--- src/rtl/alu_mult_div.sv ---
// ALU with independent iterative 32-cycle multiplier and divider.
// Optional macro ALU_MULT_DIV_DIVIDER_EN enables the full divider.
module alu_mult_div #(
  parameter int XLEN = 32
) (
  input  logic            clk,
  input  logic            reset,
  input  logic [4:0]      ALUControl,
  input  logic [XLEN-1:0] SrcA,
  input  logic [XLEN-1:0] SrcB,
  output logic [XLEN-1:0] ALUResult,
  input  logic            multValidIn,
  input  logic            multSign,
  output logic            multValidOut,
  output logic [XLEN-1:0] multHi,
  output logic [XLEN-1:0] multLo,
  input  logic            divValidIn,
  input  logic            divSign,
  output logic            divValidOut,
  output logic [XLEN-1:0] divHi,
  output logic [XLEN-1:0] divLo
);

  localparam int W  = XLEN;
  localparam int CW = $clog2(XLEN);
  localparam logic [CW-1:0] LAST = CW'(XLEN - 1);

  typedef enum logic [1:0] {
    S_IDLE,
    S_BUSY,
    S_DONE
  } state_e;

  function automatic logic [W-1:0] mag(
    input logic [W-1:0] v,
    input logic         s
  );
    return (s && v[W-1]) ? (~v + W'(1)) : v;
  endfunction

  logic [4:0] shamt;
  assign shamt = SrcA[4:0];

  // Combinational ALU operation select.
  always_comb begin
    ALUResult = '0;
    case (ALUControl)
      5'b00000: ALUResult = SrcA & SrcB;
      5'b00001: ALUResult = SrcA | SrcB;
      5'b00010: ALUResult = SrcA + SrcB;
      5'b00011: ALUResult = SrcA ^ SrcB;
      5'b00100: ALUResult = SrcB << shamt;
      5'b00101: ALUResult = SrcB >> shamt;
      5'b00110: ALUResult = SrcA - SrcB;
      5'b00111: ALUResult = W'($signed(SrcA) < $signed(SrcB));
      5'b01000: ALUResult = $signed(SrcB) >>> shamt;
      5'b01001: ALUResult = W'(SrcA < SrcB);
      5'b01010: ALUResult = {SrcB[15:0], 16'h0};
      default:  ALUResult = '0;
    endcase
  end

  // ---------------- multiplier ----------------
  // Shift-add on magnitudes; sign is applied on entry to DONE.
  state_e          mstate_q, mstate_d;
  logic [CW-1:0]   mcnt_q, mcnt_d;
  logic [W-1:0]    mcand_q, mcand_d;
  logic [2*W-1:0]  mprod_q, mprod_d;
  logic            mneg_q, mneg_d;
  logic [W-1:0]    mhi_q, mhi_d;
  logic [W-1:0]    mlo_q, mlo_d;
  logic [W:0]      madd;
  logic [2*W-1:0]  mstep;
  logic [2*W-1:0]  mres;

  // Multiplier next-state and datapath.
  always_comb begin
    mstate_d = mstate_q;
    mcnt_d   = mcnt_q;
    mcand_d  = mcand_q;
    mprod_d  = mprod_q;
    mneg_d   = mneg_q;
    mhi_d    = mhi_q;
    mlo_d    = mlo_q;
    madd     = {1'b0, mprod_q[2*W-1:W]}
             + (mprod_q[0] ? {1'b0, mcand_q} : '0);
    mstep    = {madd, mprod_q[W-1:1]};
    mres     = mneg_q ? (~mstep + (2*W)'(1)) : mstep;
    case (mstate_q)
      S_IDLE: begin
        if (multValidIn) begin
          mstate_d = S_BUSY;
          mcnt_d   = '0;
          mcand_d  = mag(SrcA, multSign);
          mprod_d  = {{W{1'b0}}, mag(SrcB, multSign)};
          mneg_d   = multSign & (SrcA[W-1] ^ SrcB[W-1]);
        end
      end
      S_BUSY: begin
        mprod_d = mstep;
        mcnt_d  = mcnt_q + CW'(1);
        if (mcnt_q == LAST) begin
          mstate_d       = S_DONE;
          {mhi_d, mlo_d} = mres;
        end
      end
      S_DONE:  mstate_d = S_IDLE;
      default: mstate_d = S_IDLE;
    endcase
  end

  // Multiplier state registers.
  always_ff @(posedge clk or posedge reset) begin
    if (reset) begin
      mstate_q <= S_IDLE;
      mcnt_q   <= '0;
      mcand_q  <= '0;
      mprod_q  <= '0;
      mneg_q   <= 1'b0;
      mhi_q    <= '0;
      mlo_q    <= '0;
    end else begin
      mstate_q <= mstate_d;
      mcnt_q   <= mcnt_d;
      mcand_q  <= mcand_d;
      mprod_q  <= mprod_d;
      mneg_q   <= mneg_d;
      mhi_q    <= mhi_d;
      mlo_q    <= mlo_d;
    end
  end

  assign multValidOut = (mstate_q == S_DONE);
  assign multHi       = mhi_q;
  assign multLo       = mlo_q;

  // ---------------- divider ----------------
  state_e dstate_q, dstate_d;
  assign divValidOut = (dstate_q == S_DONE);

`ifdef ALU_MULT_DIV_DIVIDER_EN
  // Restoring division on magnitudes. A zero divisor naturally
  // yields an all-ones quotient and the dividend as remainder,
  // so the quotient is never negated in that case.
  logic [CW-1:0] dcnt_q, dcnt_d;
  logic [W-1:0]  dq_q, dq_d;
  logic [W-1:0]  dr_q, dr_d;
  logic [W-1:0]  dd_q, dd_d;
  logic          dqneg_q, dqneg_d;
  logic          drneg_q, drneg_d;
  logic [W-1:0]  dhi_q, dhi_d;
  logic [W-1:0]  dlo_q, dlo_d;
  logic [W:0]    dsh;
  logic [W:0]    ddiff;
  logic          dge;
  logic [W-1:0]  drn;
  logic [W-1:0]  dqn;

  // Divider next-state and datapath.
  always_comb begin
    dstate_d = dstate_q;
    dcnt_d   = dcnt_q;
    dq_d     = dq_q;
    dr_d     = dr_q;
    dd_d     = dd_q;
    dqneg_d  = dqneg_q;
    drneg_d  = drneg_q;
    dhi_d    = dhi_q;
    dlo_d    = dlo_q;
    dsh      = {dr_q, dq_q[W-1]};
    ddiff    = dsh - {1'b0, dd_q};
    dge      = ~ddiff[W];
    drn      = dge ? ddiff[W-1:0] : dsh[W-1:0];
    dqn      = {dq_q[W-2:0], dge};
    case (dstate_q)
      S_IDLE: begin
        if (divValidIn) begin
          dstate_d = S_BUSY;
          dcnt_d   = '0;
          dq_d     = mag(SrcA, divSign);
          dr_d     = '0;
          dd_d     = mag(SrcB, divSign);
          dqneg_d  = divSign & (SrcA[W-1] ^ SrcB[W-1])
                   & (|SrcB);
          drneg_d  = divSign & SrcA[W-1];
        end
      end
      S_BUSY: begin
        dq_d   = dqn;
        dr_d   = drn;
        dcnt_d = dcnt_q + CW'(1);
        if (dcnt_q == LAST) begin
          dstate_d = S_DONE;
          dlo_d    = dqneg_q ? (~dqn + W'(1)) : dqn;
          dhi_d    = drneg_q ? (~drn + W'(1)) : drn;
        end
      end
      S_DONE:  dstate_d = S_IDLE;
      default: dstate_d = S_IDLE;
    endcase
  end

  // Divider state registers.
  always_ff @(posedge clk or posedge reset) begin
    if (reset) begin
      dstate_q <= S_IDLE;
      dcnt_q   <= '0;
      dq_q     <= '0;
      dr_q     <= '0;
      dd_q     <= '0;
      dqneg_q  <= 1'b0;
      drneg_q  <= 1'b0;
      dhi_q    <= '0;
      dlo_q    <= '0;
    end else begin
      dstate_q <= dstate_d;
      dcnt_q   <= dcnt_d;
      dq_q     <= dq_d;
      dr_q     <= dr_d;
      dd_q     <= dd_d;
      dqneg_q  <= dqneg_d;
      drneg_q  <= drneg_d;
      dhi_q    <= dhi_d;
      dlo_q    <= dlo_d;
    end
  end

  assign divHi = dhi_q;
  assign divLo = dlo_q;
`else
  // Without a divider, acknowledge a request one cycle later.
  logic div_unused;
  assign div_unused = divSign;

  // Stub handshake next-state.
  always_comb begin
    dstate_d = S_IDLE;
    if (dstate_q == S_IDLE && divValidIn) dstate_d = S_DONE;
  end

  // Stub handshake state register.
  always_ff @(posedge clk or posedge reset) begin
    if (reset) dstate_q <= S_IDLE;
    else       dstate_q <= dstate_d;
  end

  assign divHi = '0;
  assign divLo = '0;
`endif

endmodule

--- config.mk ---
export PLATFORM = sky130hd
export DESIGN_NAME = alu_mult_div
export DESIGN_NICKNAME = d
export VERILOG_FILES = /design/src/rtl/alu_mult_div.sv
export SDC_FILE = /design/constraint.sdc
export NUM_CORES = 1
export LEC_CHECK = 0
export ABC_AREA = 1
export CORE_ASPECT_RATIO = 0.6
export CORE_MARGIN = 1.5
export CORE_UTILIZATION = 25
export CTS_CLUSTER_SIZE = 40
export DETAILED_ROUTE_END_ITERATION = 10
export PLACE_DENSITY_LB_ADDON = 0.25
export SYNTH_ARGS = -nofsm -noshare
export SYNTH_HDL_FRONTEND = slang
export SYNTH_SLANG_ARGS = --single-unit
--- constraint.sdc ---
create_clock -name clk -period 6.4 [get_ports clk]
set_input_delay 1.28 -clock clk [delete_from_list [all_inputs] [get_ports clk]]
set_output_delay 1.28 -clock clk [all_outputs]
set_load 0.01 [all_outputs]
* Word-level counts from Yosys, hierarchy flattened
Cells that the tools add are included.
Word-level totals: bits in registers 170, bits of input ports 75, output and inout port bits 162, logic and storage cells 68
Cells by class: $lt $le $gt $ge 2, add/sub/neg operators 7, bitwise logic cells 8, reductions and logical operators 11, equality and inequality tests 16, multiplexer cells 13, shifts and indexed selects 3
Operator list (count):
- case mux 32 bit (11 select lines) | 1
- 2-to-1 mux 64 bit | 2
- case mux 64 bit (2 select lines) | 1
- 2-to-1 mux 32 bit | 3
- adder 32 x 1 -> 32 bit, second input constant | 2
- adder 64 x 1 -> 64 bit, second input constant | 1
- < comparator 32 bit | 2
- inverter 32 bit | 2
- inverter 64 bit | 1
- adder 32 x 32 -> 33 bit | 1
- adder 32 bit | 1
- AND 32 bit | 1
- OR 32 bit | 1
- left shift 32 x 5 -> 32 bit | 1
- right shift 32 x 5 -> 32 bit | 1
- >>> shifter 32 x 5 -> 32 bit | 1
- subtractor 32 bit | 1
- XOR 32 bit | 1
- equality test 5 x 3 -> 1 bit, second input constant | 4
- equality test 5 x 4 -> 1 bit, second input constant | 3
- equality test 5 x 2 -> 1 bit, second input constant | 2
- case mux 5 bit (2 select lines) | 1
- AND reduction 2 bit | 4
- 2-to-1 mux 2 bit | 3
- 14 further kinds | 19

* Depth between registers and ports, before layout
depth after elaboration 5, depth in mapped cells 25, depth with buffers taken out 23

* Worst setup path before layout
Ideal clock, no wire load.
path kind in2out, start point input port SrcA[2], end point output port ALUResult[31], arrival 3712 ps, stages 18, slack 1408 ps, required time 5120 ps, buffers on the path 3, cell sequence inv_1 -> clkbuf_1 -> buf_1 -> ha_1 -> buf_4 -> a21oi_1 -> nand2_1 -> a21oi_1 -> o21ai_0 -> a21oi_1 -> inv_1 -> nand2_1 -> nand2_1 -> nand3_1 -> nand2_1 -> nand2_1 -> nand3_1 -> nand3_1
On the way: word-level cells in the longest chain between the ends 2, elaborated cells between the ends (all ways) 6, those cells by class add/sub: 2; shift: 3; mux: 1
Ends and longest elaborated chain:
- from (decl) | line 9 | input logic [XLEN-1:0] SrcA,
- subtractor 32 bit, or another cell as far along | line 54 | 5'b00110: ALUResult = SrcA - SrcB;
- case mux 32 bit (11 select lines) (*) | line 47 | case (ALUControl)
- to (decl) | line 11 | output logic [XLEN-1:0] ALUResult,
Every way passes the cells marked *; elsewhere a longest branch is shown, timed or not.

* Worst setup path in the final report
start point input port SrcB[20], end point output port ALUResult[30]
On the way: word-level cells in the longest chain between the ends 2, elaborated cells between the ends (all ways) 6, those cells by class add/sub: 2; shift: 3; mux: 1
Ends and longest elaborated chain:
- from (decl) | line 10 | input logic [XLEN-1:0] SrcB,
- subtractor 32 bit, or another cell as far along | line 54
- case mux 32 bit (11 select lines) (*) | line 47
Marks and branches as above.

==> out/results.ini <==
[outcome]
status = completed

[cells_and_area]
final_cell_area_sq_um = 26400
num-nets-final = 4110
fillers = 9604
regArea_sq_um = 4230
area_growth_syn_to_layout_pct = 23.2
multiInputGateArea_sq_um = 14600
fin_util_pct = 31.3
drive_above_1_share_pct = 10.2

[routing]
drc_errors = 0
drtIter0Drc = 3727
wl_per_cell_microns = 23.5
routed_wl_mm = 119
detail_route.first_pass.iterations = 9
via_per_inst = 5.18
vias = 26200
ant_nets = 0

[sta]
final_hold_viol_count = 0
setup_tns_ns = 0
worst_slew_pin_slew_ns = 1.04
min_period_ns = 6.39
skew_ns = 0.0200
rsz0062_at_grt = no
fin_crit_sh_pct = 99.9
fin_worst_hold_slack_ns = 0.417
setup_violations = 0
fmax_mhz = 156
slew_headroom_pct = 30.8
final-max-slew-violation-count = 0

[worst_hold_path]
min_delay_path_depth = 1
hold_start = dstate_q[1]
worstHoldPathType = reg -> reg

[yosys]
synth_commonest_cells = nand2_1, inv_1, o21ai_0, nor2_1, nand3_1
syn-cell-area_sq_um = 21400
synth_top_area_cell = dfrtp_1
synth_most_common_cell = nand2_1
postSynthAreaPerCell_sq_um = 5.97
synth-warning-count = 0
synth_edf_count = 0
ys_seq_elements = 169
synth_cell_types = 62
async_reset_ff_share_pct = 100
yosysSeqAreaShare_pct = 19.8
synthFlopType = dfrtp_1
yosys.area.top_type_share_pct = 19.8
synth_cells = 3588
synth.area.top_cells = dfrtp_1, nand2_1, o21ai_0

[clock_tree]
clock_latency_ns = 0.47
cts_tree = built
clk_pin_slew_ns = 0.07
clockBufferDepth = 2
htree_levels = 4
clockRootBuffer = clkbuf_16
clock_sinks = 169
hold_buffers = 0
numCtsBuffers = 17

[global_routing]
grt_max_degree = 85
antenna_found_initial = 5
globalRouteOverflowTotal = 0
grt_pass1_wl_mm = 168
grt_usage_pct = 26.3
grt_pass1_vias = 23300

[setup_path]
r2r_start = mprod_q[0]
endpoint = ALUResult[30]
regToRegEndpoint = multHi[24]
startpoint = SrcB[20]
start_kind = input port
cp.required_ns = 5.12
arrival_ns = 5.11
reg2reg_slack_ns = 2.61
reg2reg_depth = 21
crit_path_end_kind = output pin
crit_type = in -> out
worst-path-max-fanout = 5

[placement]
dp_hpwl_mm = 99.5
dpl_cell_area_sq_um = 25800
gp_congestion = 1.06
port_buffers = 171

[floorplanning]
design.core.area_sq_um = 84100
initial_core_util_pct = 25.4
die_h_microns = 230
die_x_microns = 381
ioPinCount = 237
die_area_sq_um = 87400
rows = 82

[power]
ir_drop_mv = 0.208
p_leak_uw = 0.0131
power_density_nw_per_um2 = 339
finalPower_uw = 8930

[run]
max-cap-violations = 0

-- critical path, cell delays in order --
cell	delay [ns]
clkdlybuf4s50_1	0.93
inv_1	0.14
buf_4	0.23
ha_1	0.21
a21oi_1	0.38
o21ai_0	0.27
a21oi_1	0.19
nand3_1	0.21
a21oi_1	0.19
buf_4	0.15
o21ai_0	0.07
a21oi_1	0.13
nand3b_1	0.16
clkdlybuf4s50_1	0.56
-- routing by layer --
layer  vias up  share of wire [%]  track usage [%]
li1      12200                  -                -
met5         -              0.016                0
met1     12400                 49             41.5
met4         2                1.1             3.72
met2      1449                 34             31.2
met3        91                 16             12.3
-- placed cells by master, fill, tap and decap left out, drive strengths merged, types with 9 or more instances in the layout --
| cell | Yosys | final |
|---|---|---|
| nand2 | 1039 | 1039 |
| inv | 468 | 474 |
| o21ai | 371 | 371 |
| nor2 | 348 | 348 |
| buf | 108 | 267 |
| nand3 | 214 | 214 |
| a21oi | 196 | 196 |
| dfrtp | 169 | 169 |
| clkdlybuf4s50 | 0 | 167 |
| ha | 133 | 133 |
| xor2 | 91 | 91 |
| conb | 1 | 64 |
| nor3 | 38 | 38 |
| nand4 | 37 | 37 |
| a22oi | 31 | 31 |
| o22ai | 29 | 29 |
| o211ai | 22 | 22 |
| a31oi | 19 | 19 |
| clkbuf | 99 | 19 |
| mux2i | 14 | 14 |
| a211oi | 14 | 14 |
| a221oi | 14 | 14 |
| o221ai | 13 | 13 |
| or2 | 12 | 12 |
| o21a | 11 | 11 |
| o2111ai | 11 | 11 |
| a21o | 9 | 9 |
| o21bai | 9 | 9 |
| nand3b | 9 | 9 |
| a2111oi | 9 | 9 |
| clkinv | 5 | 9 |
-- flip-flops by register name, indices dropped and copies added, names as in the netlist --
signal / count
multLo: 32
mcnt_q: 5
multHi: 32
mcand_q: 32
mprod_q: 64
mneg_q: 1
mstate_q: 2
dstate_q: 1
-- final cells by class --
cell class	instances	share of cell area (%)
Tap cell	1134	5.38
Sequential cell	169	16.0
Timing Repair Buffer	436	14.2
Inverter	473	6.75
Multi-Input combinational cell	2802	55.4
Antenna cell	5	0.0475
Clock buffer	19	1.64
Clock inverter	12	0.508
-- stage by stage --
step / worst slack, ns / cells
after global placement: 0.193 / 5014
after detailed placement: 0.187 / 5014
final: 0.00512 / 5050
after CTS: 0.174 / 5045
after floorplan: 0.545 / 3651
after global routing: 0.00581 / 5048
-- worst min-delay path by stage --
stage                        endpoint  slack (ns)
after floorplan           mcand_q[23]        0.45
after detailed placement  dstate_q[1]        0.41
after global routing      dstate_q[1]        0.46
final                     dstate_q[1]        0.42
after CTS                 dstate_q[1]        0.42
after global placement    dstate_q[1]        0.41
-- where the power goes --
part	total, uW	internal [uW]	switching [uW]
clock	1050	547	501
sequential	1930	1560	374
combinational	5950	1960	3990
-- repair_timing --
action	4_1_cts	5_1_grt
setup buffers	0	0
setup endpoints to repair	0	8
resized for setup	0	8
-- logic make-up (layout without fill, tap and decap cells) --
| logic type | after synthesis | count (layout) | synth area share (%) |
|---|---|---|---|
| xor+xnor | 96 | 96 | 3.93 |
| simple gates | 1711 | 1711 | 33.4 |
| other cells | 1 | 69 | 0.0175 |
| compound gates | 781 | 781 | 20.9 |
| flops | 169 | 169 | 19.8 |
| mux | 14 | 14 | 0.655 |
| buf+inv | 680 | 940 | 13.3 |
| fa+ha+maj | 136 | 136 | 8.06 |
(Power assumes the default switching activity.)
